===== config.mk =====
export PLATFORM = sky130hd
export DESIGN_NAME = icache_refill_ctrl
export DESIGN_NICKNAME = d
export VERILOG_FILES = /design/src/rtl/icache_pkg.sv /design/src/rtl/icache_miss_queue.sv /design/src/rtl/icache_refill_ctrl.sv
export SDC_FILE = /design/constraint.sdc
export NUM_CORES = 1
export LEC_CHECK = 0
export BUFFER_PORTS_ARGS = -buffer_cell sky130_fd_sc_hd__buf_2
export CAP_MARGIN = 20
export CORE_MARGIN = 5
export CORE_UTILIZATION = 46
export DETAILED_ROUTE_END_ITERATION = 16
export GPL_ROUTABILITY_DRIVEN = 0
export GPL_TIMING_DRIVEN = 0
export PLACE_DENSITY = 0.77
export SYNTH_ARGS = -nofsm -noshare
export SYNTH_HDL_FRONTEND = slang
export SYNTH_SLANG_ARGS = --single-unit

===== constraint.sdc =====
create_clock -name clk -period 2.4 [get_ports clk]
set_input_delay 0.48 -clock clk [delete_from_list [all_inputs] [get_ports clk]]
set_output_delay 0.48 -clock clk [all_outputs]
set_load 0.005 [all_outputs]

===== src/rtl/icache_pkg.sv =====
// Shared types and sizing for the I-cache refill path.
// Optional miss merging is enabled with ICACHE_MISS_MERGE_EN.
package icache_pkg;

    localparam int unsigned TAG_WIDTH   = 7;
    localparam int unsigned NUM_SET     = 32;
    localparam int unsigned NUM_WAY     = 2;
    localparam int unsigned SET_DEPTH   = 5;
    localparam int unsigned NUM_WARP    = 8;
    localparam int unsigned WARP_DEPTH  = 3;
    localparam int unsigned LINE_WIDTH  = 128;
    localparam int unsigned QUEUE_DEPTH = 4;
    localparam int unsigned QUEUE_PTR   = 2;
    localparam int unsigned ADDR_WIDTH  = TAG_WIDTH + SET_DEPTH;

    typedef logic [1:0] refill_state_e;
    localparam refill_state_e StIdle  = 2'd0;
    localparam refill_state_e StReq   = 2'd1;
    localparam refill_state_e StWait  = 2'd2;
    localparam refill_state_e StWrite = 2'd3;

    typedef struct packed {
        logic [TAG_WIDTH-1:0] tag;
        logic [SET_DEPTH-1:0] setid;
        logic [NUM_WARP-1:0]  mask;
    } miss_entry_t;

    function automatic logic [NUM_WARP-1:0] warp_onehot(input logic [WARP_DEPTH-1:0] wid);
        return NUM_WARP'(1) << wid;
    endfunction

endpackage


===== src/rtl/icache_miss_queue.sv =====
// Pending-miss FIFO of miss_entry_t with flush; with ICACHE_MISS_MERGE_EN it also
// reports per-entry line matches and ORs a warp mask into matching entries.
module icache_miss_queue
    import icache_pkg::*;
#(
    parameter int unsigned Depth = QUEUE_DEPTH,
    parameter int unsigned PtrW  = QUEUE_PTR
) (
    input  logic                 clk,
    input  logic                 rst_n,
    input  logic                 flush_i,
    input  logic                 push_i,
    input  miss_entry_t          push_data_i,
    input  logic                 pop_i,
    output miss_entry_t          pop_data_o,
    output logic                 full_o,
    output logic                 empty_o
`ifdef ICACHE_MISS_MERGE_EN
    ,
    input  logic [TAG_WIDTH-1:0] match_tag_i,
    input  logic [SET_DEPTH-1:0] match_setid_i,
    output logic [Depth-1:0]     match_o,
    input  logic                 merge_i,
    input  logic [NUM_WARP-1:0]  merge_mask_i
`endif
);

    miss_entry_t         mem_q [Depth];
    logic [PtrW-1:0]     wptr_q, rptr_q;
    logic [PtrW:0]       count_q;
    logic                do_push, do_pop;

    assign full_o  = (count_q == (PtrW+1)'(Depth));
    assign empty_o = (count_q == '0);
    assign do_push = push_i && !full_o && !flush_i;
    assign do_pop  = pop_i && !empty_o && !flush_i;

`ifdef ICACHE_MISS_MERGE_EN
    for (genvar g = 0; g < Depth; g++) begin : g_match
        logic [PtrW-1:0] off;
        assign off = PtrW'(g) - rptr_q;
        assign match_o[g] = ({1'b0, off} < count_q) && (mem_q[g].tag == match_tag_i) &&
                            (mem_q[g].setid == match_setid_i);
    end
`endif

    // A merge into the head while it is being popped must reach the popped copy.
    always_comb begin
        pop_data_o = mem_q[rptr_q];
`ifdef ICACHE_MISS_MERGE_EN
        if (merge_i && match_o[rptr_q]) begin
            pop_data_o.mask = pop_data_o.mask | merge_mask_i;
        end
`endif
    end

    always_ff @(posedge clk) begin
        if (!rst_n || flush_i) begin
            wptr_q  <= '0;
            rptr_q  <= '0;
            count_q <= '0;
        end else begin
            if (do_push) wptr_q <= wptr_q + PtrW'(1);
            if (do_pop)  rptr_q <= rptr_q + PtrW'(1);
            unique case ({do_push, do_pop})
                2'b10:   count_q <= count_q + (PtrW+1)'(1);
                2'b01:   count_q <= count_q - (PtrW+1)'(1);
                default: count_q <= count_q;
            endcase
        end
    end

    always_ff @(posedge clk) begin
`ifdef ICACHE_MISS_MERGE_EN
        for (int i = 0; i < Depth; i++) begin
            if (merge_i && match_o[i]) mem_q[i].mask <= mem_q[i].mask | merge_mask_i;
        end
`endif
        if (do_push) mem_q[wptr_q] <= push_data_i;
    end

endmodule


===== src/rtl/icache_refill_ctrl.sv =====
// I-cache miss handler: queues misses, fetches lines, writes tag/data arrays and wakes warps.
// Define ICACHE_MISS_MERGE_EN to merge misses to a line already pending.
module icache_refill_ctrl
    import icache_pkg::*;
(
    input  logic                           clk,
    input  logic                           rst_n,
    input  logic                           flush_i,
    input  logic                           miss_valid_i,
    output logic                           miss_ready_o,
    input  logic [SET_DEPTH-1:0]           miss_setid_i,
    input  logic [TAG_WIDTH-1:0]           miss_tag_i,
    input  logic [WARP_DEPTH-1:0]          miss_wid_i,
    output logic                           mem_req_valid_o,
    input  logic                           mem_req_ready_i,
    output logic [ADDR_WIDTH-1:0]          mem_req_addr_o,
    input  logic                           mem_rsp_valid_i,
    input  logic [LINE_WIDTH-1:0]          mem_rsp_data_i,
    output logic                           tag_w_valid_o,
    output logic [SET_DEPTH-1:0]           tag_w_setid_o,
    output logic [NUM_WAY*TAG_WIDTH-1:0]   tag_w_data_o,
    output logic [LINE_WIDTH-1:0]          data_w_data_o,
    output logic                           wakeup_valid_o,
    output logic [NUM_WARP-1:0]            wakeup_mask_o,
    output logic                           busy_o
);

    refill_state_e         state_q, state_d;
    miss_entry_t           inflight_q, inflight_d;
    logic [LINE_WIDTH-1:0] line_q, line_d;
    logic                  drop_q, drop_d;

    miss_entry_t           miss_entry, q_head;
    logic                  q_push, q_pop, q_full, q_empty;

    assign miss_entry = '{tag: miss_tag_i, setid: miss_setid_i, mask: warp_onehot(miss_wid_i)};

`ifdef ICACHE_MISS_MERGE_EN
    logic [QUEUE_DEPTH-1:0] q_match;
    logic                   inflight_match, any_match, merge;

    // A line already being written is not merged: its wakeup mask is final.
    assign inflight_match = ((state_q == StReq) || (state_q == StWait)) && !drop_q &&
                            (inflight_q.tag == miss_tag_i) && (inflight_q.setid == miss_setid_i);
    assign any_match    = inflight_match || (|q_match);
    assign miss_ready_o = (!q_full || any_match) && !flush_i;
    assign merge        = miss_valid_i && miss_ready_o && any_match;
    assign q_push       = miss_valid_i && miss_ready_o && !any_match;
`else
    assign miss_ready_o = !q_full && !flush_i;
    assign q_push       = miss_valid_i && miss_ready_o;
`endif

    icache_miss_queue #(
        .Depth (QUEUE_DEPTH),
        .PtrW  (QUEUE_PTR)
    ) u_miss_queue (
        .clk           (clk),
        .rst_n         (rst_n),
        .flush_i       (flush_i),
        .push_i        (q_push),
        .push_data_i   (miss_entry),
        .pop_i         (q_pop),
        .pop_data_o    (q_head),
        .full_o        (q_full),
        .empty_o       (q_empty)
`ifdef ICACHE_MISS_MERGE_EN
        ,
        .match_tag_i   (miss_tag_i),
        .match_setid_i (miss_setid_i),
        .match_o       (q_match),
        .merge_i       (merge && !inflight_match),
        .merge_mask_i  (miss_entry.mask)
`endif
    );

    always_comb begin
        state_d    = state_q;
        inflight_d = inflight_q;
        line_d     = line_q;
        drop_d     = drop_q;
        q_pop      = 1'b0;
        unique case (state_q)
            StIdle: begin
                if (!q_empty && !flush_i) begin
                    q_pop      = 1'b1;
                    inflight_d = q_head;
                    state_d    = StReq;
                end
            end
            StReq: begin
                if (mem_req_ready_i) begin
                    // Request already left: let the response come back and discard it.
                    state_d = StWait;
                    drop_d  = flush_i;
                end else if (flush_i) begin
                    state_d = StIdle;
                end
            end
            StWait: begin
                if (flush_i) drop_d = 1'b1;
                if (mem_rsp_valid_i) begin
                    line_d  = mem_rsp_data_i;
                    drop_d  = 1'b0;
                    state_d = (drop_q || flush_i) ? StIdle : StWrite;
                end
            end
            StWrite: state_d = StIdle;
            default: state_d = StIdle;
        endcase
`ifdef ICACHE_MISS_MERGE_EN
        if (merge && inflight_match) inflight_d.mask = inflight_q.mask | miss_entry.mask;
`endif
    end

    always_ff @(posedge clk) begin
        if (!rst_n) begin
            state_q    <= StIdle;
            inflight_q <= '0;
            line_q     <= '0;
            drop_q     <= 1'b0;
        end else begin
            state_q    <= state_d;
            inflight_q <= inflight_d;
            line_q     <= line_d;
            drop_q     <= drop_d;
        end
    end

    assign mem_req_valid_o = (state_q == StReq);
    assign mem_req_addr_o  = mem_req_valid_o ? {inflight_q.tag, inflight_q.setid} : '0;
    assign tag_w_valid_o   = (state_q == StWrite);
    assign tag_w_setid_o   = tag_w_valid_o ? inflight_q.setid : '0;
    assign tag_w_data_o    = tag_w_valid_o ? {NUM_WAY{inflight_q.tag}} : '0;
    assign data_w_data_o   = tag_w_valid_o ? line_q : '0;
    assign wakeup_valid_o  = tag_w_valid_o;
    assign wakeup_mask_o   = tag_w_valid_o ? inflight_q.mask : '0;
    assign busy_o          = !q_empty || (state_q != StIdle);

endmodule

-- After elaboration in Yosys (flattened, before gate mapping)
Memories as Yosys holds them, arrays and structs flattened. A register that Yosys moved wholly into a read port is not among the register bits.
Cells that the tools add are included.
- register bits after elaboration: 138
- bits in writable memories: 80
- input port bits: 149
- output and inout port bits: 172
- logic and storage cells: 67
- memories kept: 1
- memory list (name ; depth ; bits a word ; rd ports ; clocked after memory_dff ; wr ports ; line ; source):
    u_miss_queue.mem_q ; 4 ; 20 ; 1 ; 1 ; 1 ; icache_miss_queue.sv:28 ; miss_entry_t mem_q [Depth];
- add/subtract/negate cells: 4
- equality and inequality tests: 11
- shifts and indexed selects: 1
- muxes and demuxes: 20
- reduce and logical (&&, ||, !) cells: 24
- operator list (kind ; count):
    $mux 128 ; 1
    $mux 14 ; 1
    $mux 12 ; 1
    $mux 2 ; 5
    $mux 8 ; 1
    $pmux 2 s4 ; 1
    $shl 1x3->8 const A ; 1
    $logic_and 1x1->1 ; 7
    $mux 1 ; 7
    $eq 2x2->1 const B ; 3
    $pmux 3 s2 ; 1
    $reduce_and 3->1 ; 2
    $reduce_bool 2->1 ; 3
    $logic_not 1->1 ; 5
    $mux 5 ; 1
    $add 2x1->2 const B ; 2
    $eq 2x1->1 const B ; 2
    $ne 2x2->1 const B ; 2
    $reduce_and 2->1 ; 2
    $add 3x1->3 const B ; 1
    $eq 3x3->1 const B ; 1
    $logic_not 3->1 ; 1
    $logic_or 1x1->1 ; 3
    $ne 3x2->1 const B ; 1
    5 further kinds ; 5

-- Longest topological paths before layout
- word-level depth: 9
- mapped depth: 10
- depth with buffers taken out: 9

-- By module
Synthesis repeated with hierarchy kept, for this count alone.
- cells, all modules: 1040
- area total of the unflattened synthesis: 9908.3 µm²
- modules (own cells, without submodules) (module ; instances ; cells an instance ; area each (µm²)):
    icache_refill_ctrl ; 1 ; 881 ; 6525.0
    icache_miss_queue ; 1 ; 159 ; 3383.2

-- Worst setup path before layout
No wires, ideal clock.
- path kind: input -> register
- from: input flush_i
- to: register u_miss_queue.count_q[2]
- setup time: 0.070 ns
- arrival: 2.507 ns
- data required time: 2.330 ns
- setup slack: -0.177 ns
- stages on the path: 10
- buffers on the path: 2
- cells stage by stage: buf_6 or3_4 nor2_1 buf_2 ha_1 inv_1 fa_1 xor2_1 or3_1 a21oi_1
- longest elaborated chain between the ends: 8
- ends and longest elaborated chain (what ; line ; source):
    start: declaration ; icache_refill_ctrl.sv:8 ; input logic flush_i,
    $logic_not 1->1 (*) ; icache_miss_queue.sv:36, icache_refill_ctrl.sv:85 ;
    $logic_and 1x1->1 ; icache_refill_ctrl.sv:85 ; if (!q_empty && !flush_i) begin
    $mux 1 ; icache_refill_ctrl.sv:85 ;
    $mux 1 ; icache_refill_ctrl.sv:83 ; unique case (state_q)
    $logic_and 1x1->1 ; icache_miss_queue.sv:36 ; assign do_pop = pop_i && !empty_o && !flush_i;
    $logic_and 1x1->1 (*) ; icache_miss_queue.sv:36 ;
    via u_miss_queue.do_pop ; icache_miss_queue.sv:31 ; logic do_push, do_pop;
    $eq 2x1->1 / $eq 2x2->1 (equally long branches) ; icache_miss_queue.sv:65 ; unique case ({do_push, do_pop})
    $pmux 3 s2 / $reduce_bool 2->1 (equally long branches) ; n/a ;
    end signal: assignment ; icache_miss_queue.sv:66 ; 2'b10: count_q <= count_q + (PtrW+1)'(1);
    end signal: assignment ; icache_miss_queue.sv:67 ; 2'b01: count_q <= count_q - (PtrW+1)'(1);
    end signal: assignment ; icache_miss_queue.sv:68 ; default: count_q <= count_q;
    end: declaration ; icache_miss_queue.sv:30 ; logic [PtrW:0] count_q;
The timed path passes the listed nets; every way through them passes the cells marked *.
A chain may end at the register's enable or synchronous reset.

-- Worst setup path after layout
- from: register state_q[1]
- to: output data_w_data_o[14]
- longest elaborated chain between the ends: 2
- ends and longest elaborated chain (what ; line ; source):
    start: declaration ; icache_refill_ctrl.sv:28 ; refill_state_e state_q, state_d;
    start signal: assignment ; icache_refill_ctrl.sv:118 ; state_q <= StIdle;
    start signal: assignment ; icache_refill_ctrl.sv:123 ; state_q <= state_d;
    $eq 2x2->1 ; icache_refill_ctrl.sv:132 ; assign tag_w_valid_o = (state_q == StWrite);
    $mux 128 ; icache_refill_ctrl.sv:135 ; assign data_w_data_o = tag_w_valid_o ? line_q : '0;
    end: declaration ; icache_refill_ctrl.sv:22 ; output logic [LINE_WIDTH-1:0] data_w_data_o,
No other way between the ends.

==> results.ini <==
[routing]
routed_wl_um=29990
detail_route.drc_violations=0
drt_pre_antenna_iters=5
detail-route-antenna-nets=0
drt-initial-drc-count=647
avgRoutedWirePerCell_um=18.06
vias_per_cell=5.193
num_vias=8621

[critical_path]
worstSetupStartpointType=flop
critPathSlowestCell=sky130_fd_sc_hd__dfxtp_2
critical-path-top-delay-family=buffers and inverters
worst_path_cell_chain=buf_6, buf_6, clkbuf_2, and3_1, buf_2
cp.arrival_ps=1840
class_of_the_most_critical_setup_path=reg -> out
cp_slowest_stage_delay_ps=380
worstSetupStartpoint=state_q[1]$_SDFFE_PN0P_
timing.reg2reg.worst_path_depth=9
crit_path_end_kind=output port
r2r_start=state_q[1]$_SDFFE_PN0P_
cp_max_fo=10
crit-reg2reg-capture=u_miss_queue.count_q[2]$_SDFFE_PP0P_
regToRegSetupSlack_ps=150
critPathRequiredTime_ps=1920
worstPathBufferInverterCount=4
cp_common_cell=sky130_fd_sc_hd__buf_6

[clock_network]
holdBufCountCts=0
ctsLongestPathBuffers=3
cts_tree=done
clock-sinks=238
clk_lat_worst_skew_ps=510
ctsHtreeMaxLevel=1
total_clock_buffers_created_by_cts=25
cts_setup_buffers=0
clkSlewWorstSetupHoldPaths_ps=60
cts_root_buffer=sky130_fd_sc_hd__clkbuf_16

[sta]
fin_crit_sh=0.9648
worst_hold_slack_ps=181.8
fmax_mhz=431.9
min_period_ps=2316
finalSetupViolCount=0
grt_setup_unrepaired=false
slew_at_the_pin_closest_to_its_max_slew_limit_ps=1073
final_critical_path_setup_slack_ps=84.46
relSlewSlack=0.2849
number_of_pins_with_negative_max_slew_slack_in_the_final_report=0
skew_ps=14.74
finalHoldViolations=0

[floorplanning]
fp.dieW_um=156.0
floorplan.io_pins=321
floorplan.rows=53
core-area_um2=21020
chipHeight_um=156.0
initial_utilization=0.4666
die-area_um2=24350

[global_routing]
grt_remaining_overflow=0
first_pass_grt_wire_length_um=45110
grt_util_all_layers=0.2313
antenna_violations_before_repair=4
first_global_vias=8296
largest_net_degree_at_the_start_of_global_routing=21

[final_layout]
final_layout_size_suffix_gt1_frac=0.3191
mostFrequentLayoutCells=sky130_fd_sc_hd__buf_2 (336), sky130_fd_sc_hd__nand2_1 (280), sky130_fd_sc_hd__dfxtp_1 (156)
mostFrequentLayoutCell=sky130_fd_sc_hd__buf_2
syn_to_final_growth_pct=29.39
net_total_in_the_final_layout=1520

[placed_design]
dpl_worst_slack_ps=-115.2
numPortBuffers=319
detailedPlacementHpwl_um=22050

[logic_synthesis]
synth-seq-cells=238
syn-num-nets=1173
postSynthCellCount=1018
synth_warnings=0
share_of_flip_flops_with_an_asynchronous_set_or_reset=0
synth.yosys.seq_area_share=0.5673
synthesized_area_um2=9809
ys_types=35
synth-edff-count=80
synthFlopType=sky130_fd_sc_hd__dfxtp_1
syn-mean-instance-area_um2=9.636

[power]
p_per_area_nw_per_um2=670.4
ir_drop_mv=0.6418
leakage_uw=0.005782

[min_path]
worstHoldStart=miss_tag_i[4]
hold_path.class=in -> reg
hold_path_cells=1
worst_hold_path.endpoint=u_miss_queue.mem_q[0][17]$_DFFE_PP_

[outcome]
outcome=finished clean

[run]
maxCapViolations=0

[worst max-delay path by stage]
| stage | endpoint | depth (start not counted) |
|---|---|---|
| 2_1_floorplan | u_miss_queue.count_q[2]$_SDFFE_PP0P_ | 10 |
| 4_1_cts | data_w_data_o[14] | 5 |
| 3_5_place_dp | u_miss_queue.count_q[2]$_SDFFE_PP0P_ | 10 |
| 6_report | data_w_data_o[14] | 5 |
| 3_3_place_gp | u_miss_queue.count_q[2]$_SDFFE_PP0P_ | 10 |
| 5_1_grt | u_miss_queue.mem_q[1][0]$_DFFE_PP_ | 3 |
[logic make-up after synthesis]
group                      synth area share
AOI/OAI and AO/OA                   0.09528
muxes                               0.04592
buffers and inverters               0.04834
adders and majority gates          0.008418
and+or+nand+nor                      0.2329
DFF                                  0.5673
xor gates and xnor gates           0.001786
[power breakdown]
group / internal (uW) / switching (uW) / leakage [uW] / total, uW
registers: 4220 / 25.0 / 0.00200 / 4240
logic: 195 / 285 / 0.00339 / 480
clock network: 2250 / 1540 / 0.000394 / 3790
[layout make-up]
type / instances / area (um2)
antenna: 3 / 7.507
buffer: 97 / 508.0
clock buffer: 34 / 699.4
clock inverter: 10 / 103.9
fill: 1801 / 8329
inverter: 10 / 37.54
multi-input combinational: 673 / 3800
sequential: 238 / 5568
tap: 275 / 344.1
timing repair buffer: 320 / 1624
[per-layer routing]
metal	vias to the layer above	GRT usage	wire [um]
li1	4199	-	-
met1	4050	0.2905	11980
met2	299	0.4022	14920
met3	71	0.04577	2137
met4	2	0.07378	926
met5	-	0	20
[metrics by stage]
step / TNS, ps / std cells / instance area [um2] / utilization / total power [uW]
4_1_cts: -4.656 / 1656 / 12650 / 0.6018 / 8587
2_1_floorplan: 0 / 1018 / 9838 / - / 4539
5_1_grt: 0 / 1660 / 12690 / 0.6038 / 8820
3_3_place_gp: -130.7 / 1612 / 11780 / 0.5603 / 4782
3_5_place_dp: -192.8 / 1612 / 11780 / 0.5603 / 4791
6_report: 0 / 1660 / 12690 / 0.6038 / 8509
[synth_stat cells (all sizes together), types with 2 or more instances]
cell | n | area [um2]
o21ai | 3 | 15.01
a21oi | 137 | 685.7
dfxtp | 158 | 3163
nand4 | 2 | 12.51
xor2 | 2 | 17.52
buf | 40 | 222.7
and2 | 17 | 106.4
mux4 | 20 | 450.4
o31ai | 4 | 30.03
and3b | 2 | 17.52
nor3 | 4 | 25.02
ha | 5 | 62.56
edfxtp | 80 | 2402
nor2 | 8 | 30.03
o2bb2ai | 20 | 175.2
clkbuf | 57 | 214.0
inv | 10 | 37.54
or3 | 3 | 23.77
nand3b | 2 | 15.01
nor3b | 4 | 30.03
and3 | 150 | 938.4
nand2 | 280 | 1051
o21a | 2 | 15.01
nor2b | 2 | 12.51
[flip-flops by register name, summed over array words and instances (netlist names)]
name                  count
line_q                  128
u_miss_queue.mem_q       80
inflight_q               20
u_miss_queue.count_q      3
state_q                   2
u_miss_queue.rptr_q       2
u_miss_queue.wptr_q       2
drop_q                    1
[repair_timing]
item | 4_1_cts | 5_1_grt
hold endpoints to repair | 0 | 0
setup endpoints to repair | 137 | 104
gates resized for setup | 34 | 3
No activity file was read; power rests on OpenSTA's default activity.
